`src/rtl/fifo_wr_arb.sv`:
```
// fifo_wr_arb: round-robin arbiter sharing one sync-FIFO write port among
// four valid/ready/last producers. One producer owns the port per burst;
// a burst ends on req_last or after BURST_MAX beats, whichever comes first.
module fifo_wr_arb #(
   parameter int DATA_WIDTH = 8,
   parameter int BURST_MAX  = 4
) (
   input  logic                    clk,
   input  logic                    rst_n,
   input  logic [3:0]              req_valid,
   input  logic [3:0]              req_last,
   input  logic [4*DATA_WIDTH-1:0] req_data,
   output logic [3:0]              req_ready,
   input  logic                    fifo_full,
   output logic                    fifo_wr_en,
   output logic [DATA_WIDTH-1:0]   fifo_data_w,
   output logic [1:0]              grant_id,
   output logic                    busy
);

   localparam int CNT_W = $clog2(BURST_MAX + 1);
   localparam logic [CNT_W-1:0] LAST_CNT = CNT_W'(BURST_MAX - 1);

   typedef enum logic {
      IDLE  = 1'b0,
      GRANT = 1'b1
   } state_t;

   state_t                 state;
   logic [1:0]             rr_ptr;
   logic [CNT_W-1:0]       beat_cnt;
   logic [1:0]             pick;
   logic [1:0]             cand;
   logic                   any_req;
   logic                   xfer;
   logic                   burst_end;
   logic [DATA_WIDTH-1:0]  slice [4];

   for (genvar g = 0; g < 4; g++) begin : g_slice
      assign slice[g] = req_data[g*DATA_WIDTH +: DATA_WIDTH];
   end

   // Rotating priority search: first valid producer at or after rr_ptr.
   always_comb begin
      pick    = rr_ptr;
      cand    = rr_ptr;
      any_req = 1'b0;
      for (int k = 0; k < 4; k++) begin
         cand = rr_ptr + 2'(k);
         if (!any_req && req_valid[cand]) begin
            pick    = cand;
            any_req = 1'b1;
         end
      end
   end

   // Granted producer sees ready only while the FIFO has room; full blocks the write in-cycle.
   always_comb begin
      req_ready = '0;
      if (state == GRANT) begin
         req_ready[grant_id] = !fifo_full;
      end
      xfer        = (state == GRANT) && req_valid[grant_id] && !fifo_full;
      burst_end   = xfer && (req_last[grant_id] || (beat_cnt == LAST_CNT));
      fifo_wr_en  = xfer;
      fifo_data_w = slice[grant_id];
   end

   // Grant FSM: IDLE picks a producer, GRANT counts beats until last or forced end.
   always_ff @(posedge clk or negedge rst_n) begin
      if (!rst_n) begin
         state    <= IDLE;
         rr_ptr   <= 2'd0;
         grant_id <= 2'd0;
         beat_cnt <= '0;
         busy     <= 1'b0;
      end else begin
         case (state)
            IDLE: begin
               if (any_req) begin
                  grant_id <= pick;
                  beat_cnt <= '0;
                  busy     <= 1'b1;
                  state    <= GRANT;
               end
            end
            GRANT: begin
               if (xfer) begin
                  beat_cnt <= beat_cnt + 1'b1;
                  if (burst_end) begin
                     state  <= IDLE;
                     busy   <= 1'b0;
                     rr_ptr <= grant_id + 2'd1;
                  end
               end
            end
            default: state <= IDLE;
         endcase
      end
   end

endmodule

```
`config.mk`:
```
export PLATFORM = sky130hd
export DESIGN_NAME = fifo_wr_arb
export DESIGN_NICKNAME = d
export VERILOG_FILES = /design/src/rtl/fifo_wr_arb.sv
export SDC_FILE = /design/constraint.sdc
export NUM_CORES = 1
export LEC_CHECK = 0
export BUFFER_PORTS_ARGS = -buffer_cell sky130_fd_sc_hd__buf_2
export CORE_ASPECT_RATIO = 1.5
export CORE_UTILIZATION = 40
export CTS_CLUSTER_DIAMETER = 60
export CTS_CLUSTER_SIZE = 14
export DETAILED_ROUTE_END_ITERATION = 10
export GPL_ROUTABILITY_DRIVEN = 0
export GPL_TIMING_DRIVEN = 1
export PLACE_DENSITY = 0.8
export SYNTH_ARGS = -nofsm -noshare
export SYNTH_HDL_FRONTEND = slang
export SYNTH_SLANG_ARGS = --single-unit
```
`constraint.sdc`:
```
create_clock -name clk -period 1.9 [get_ports clk]
set_input_delay 0.38 -clock clk [delete_from_list [all_inputs] [get_ports clk]]
set_output_delay 0.38 -clock clk [all_outputs]
set_load 0.01 [all_outputs]
```
==> results.cfg <==
[global_route]
antenna_found_initial = 0
grt_pass1_vias = 860
grt_max_degree = 16
overflow = 0
grt_pass1_wl_um = 3450
grt.total_usage_pct = 21.7

[power_and_ir_drop]
p_leak_nw = 0.637
pwr_density_cell_mw_per_mm2 = 1270
peakVddDrop_mv = 0.752

[floorplan]
die_area_mm2 = 0.00219
die_y_um = 56.8
rows = 19
core_mm2 = 0.00185
dieWidth_um = 38.5
ios = 59
initial_core_util_pct = 43.2

[worst_hold_path]
hp-start = fifo_full
hold_class = input port to flop

[placement]
dp_hpwl_um = 1810
io_buffers = 58
pre_cts_ws_ns = 0.137

[clocking]
clk_pin_slew_ns = 0.06
cts.sinks = 9
insertion_delay_ns = 0.26
htree_levels = 1
clockRootBuffer = clkbuf_4
clockBufferDepth = 2
cts_buffers = 3
cts_tree = done

[timing]
fmax_ghz = 0.536
hold_ws_ns = 0.476
fin_ws_ns = 0.0358
hold_viol_final = 0
tightest_slew_ns = 0.417
rsz0062_at_grt = true
setup_viol = 0
period_share_pct = 98.1
report.final.slew_viol_count = 0
fin_skew_ns = 0.00147
layout_min_cycle_time_ns = 1.86
max_slew_margin_pct = 72.2

[synthesis]
syn-instance-count = 76
synthDistinctLibCells = 28
ys_seq_elements = 9
ys_seq_area_share_pct = 28.1
synth_top_area_share_pct = 28.1
yosys_warnings = 0
synthesis.area_um2 = 801
synth_ff_type = dfrtp_1
syn-num-nets = 125
synth_top_area_cell = dfrtp_1
synth_edf_count = 0
syn_avg_cell_area_um2 = 10.5
ys_top_cells_by_area = dfrtp_1 28%, mux4_2 25%, ha_1 9.4%
async_flop_share_pct = 100

[setup_path]
critPathArrivalTime_ns = 1.48
criticalPathCategory = flop to output pin
path_max_fanout = 6
timing.rr.start = beat_cnt[0]
crit_start = grant_id[0]
required_ns = 1.52
start_kind = flop
critPathCaptureType = output pin

[cells_and_area]
final_common_cell = buf_2
nNetsFinal = 195
drive_above_1_share_pct = 57.2
area_delta_synth_final_pct = 52.0
insertedDiodeCount = 0
most-common-layout-cells = 58 x buf_2, 9 x mux4_2, 8 x dfrtp_1, 8 x buf_4, 7 x inv_1

[drt]
num_vias = 871
drtIter0Drc = 15
drtPass1Iterations = 4
wirelength_um = 2170
wl_per_cell_um = 13.1
vias_per_cell = 5.25
ant_nets = 0
drc = 0

[run]
cap_violations = 0

[run_status]
outcome = finished clean
## through the flow
step                util (%)  cells  cell area, µm²  power [mW]  TNS [ns]
floorplan                  -     76             801       0.982         0
global placement        61.2    156            1130        1.28         0
detailed placement      61.2    156            1130        1.31         0
CTS                     63.8    162            1180        1.49         0
global route            65.7    166            1220        1.68    -0.116
finish                  65.7    166            1220        1.54         0
## layer usage
layer | share of wire, % | track usage (%)
met1 | 34 | 21.8
met2 | 58 | 40.7
met3 | 5.8 | 4.35
met4 | 2.0 | 7.39
met5 | 0 | 0
## final cells by class
cell class,count,area (µm²)
Clock buffer,4,26.3
Timing Repair Buffer,68,372
Fill cell,153,637
Sequential cell,9,226
Tap cell,21,26.3
Multi-Input combinational cell,57,541
Inverter,7,26.3
## critical path: stages (launching register included)
cell and delay, ns:
dfrtp_2 0.39, buf_4 0.17, mux4_2 0.51, buf_2 0.15
## Yosys cell counts, drive strengths merged (2+ instances only)
| master | instances |
|---|---|
| buf | 2 |
| ha | 6 |
| a21oi | 3 |
| mux2 | 2 |
| nand3 | 4 |
| nand2 | 6 |
| mux4 | 9 |
| dfrtp | 9 |
| inv | 7 |
| nor2b | 3 |
| and2 | 4 |
| o21ai | 6 |
| nor2 | 3 |
## registers in the layout, indices dropped and copies added, names as in the netlist
register	cells
grant_id	2
rr_ptr	2
state	1
beat_cnt	3
busy	1
## report_power, final
group	internal, mW	switching, mW	total [mW]
clock network	0.0809	0.0668	0.148
logic	0.567	0.467	1.03
registers	0.280	0.0814	0.362
## kinds of logic after synthesis
| logic type | after synthesis | share of synthesized area, % |
|---|---|---|
| and+or+nand+nor | 25 | 17.2 |
| DFF | 9 | 28.1 |
| adders and majority gates | 6 | 9.37 |
| buffers and inverters | 10 | 4.84 |
| AOI/OAI and AO/OA | 14 | 10.6 |
| muxes | 12 | 29.8 |
## final timing paths
kind | end | slack (ns) | cells after the start
worst min register to register | beat_cnt[0] | 0.48 | 1
worst max register to register | rr_ptr[1] | 0.13 | 5
worst max-delay path | fifo_data_w[1] | 0.04 | 3
min in group asynchronous | rr_ptr[1] | 0.49 | 2
worst min-delay path | beat_cnt[1] | 0.48 | 4
max in group asynchronous | grant_id[0] | 1.21 | 2
## what timing repair did
item	CTS	global route
setup buffers	1	4
hold buffers	1	0
pin swaps	0	0
setup endpoints to repair	9	10
hold endpoints to repair	9	0
resized for setup	2	2
No activity file was read; power rests on OpenSTA's default activity.
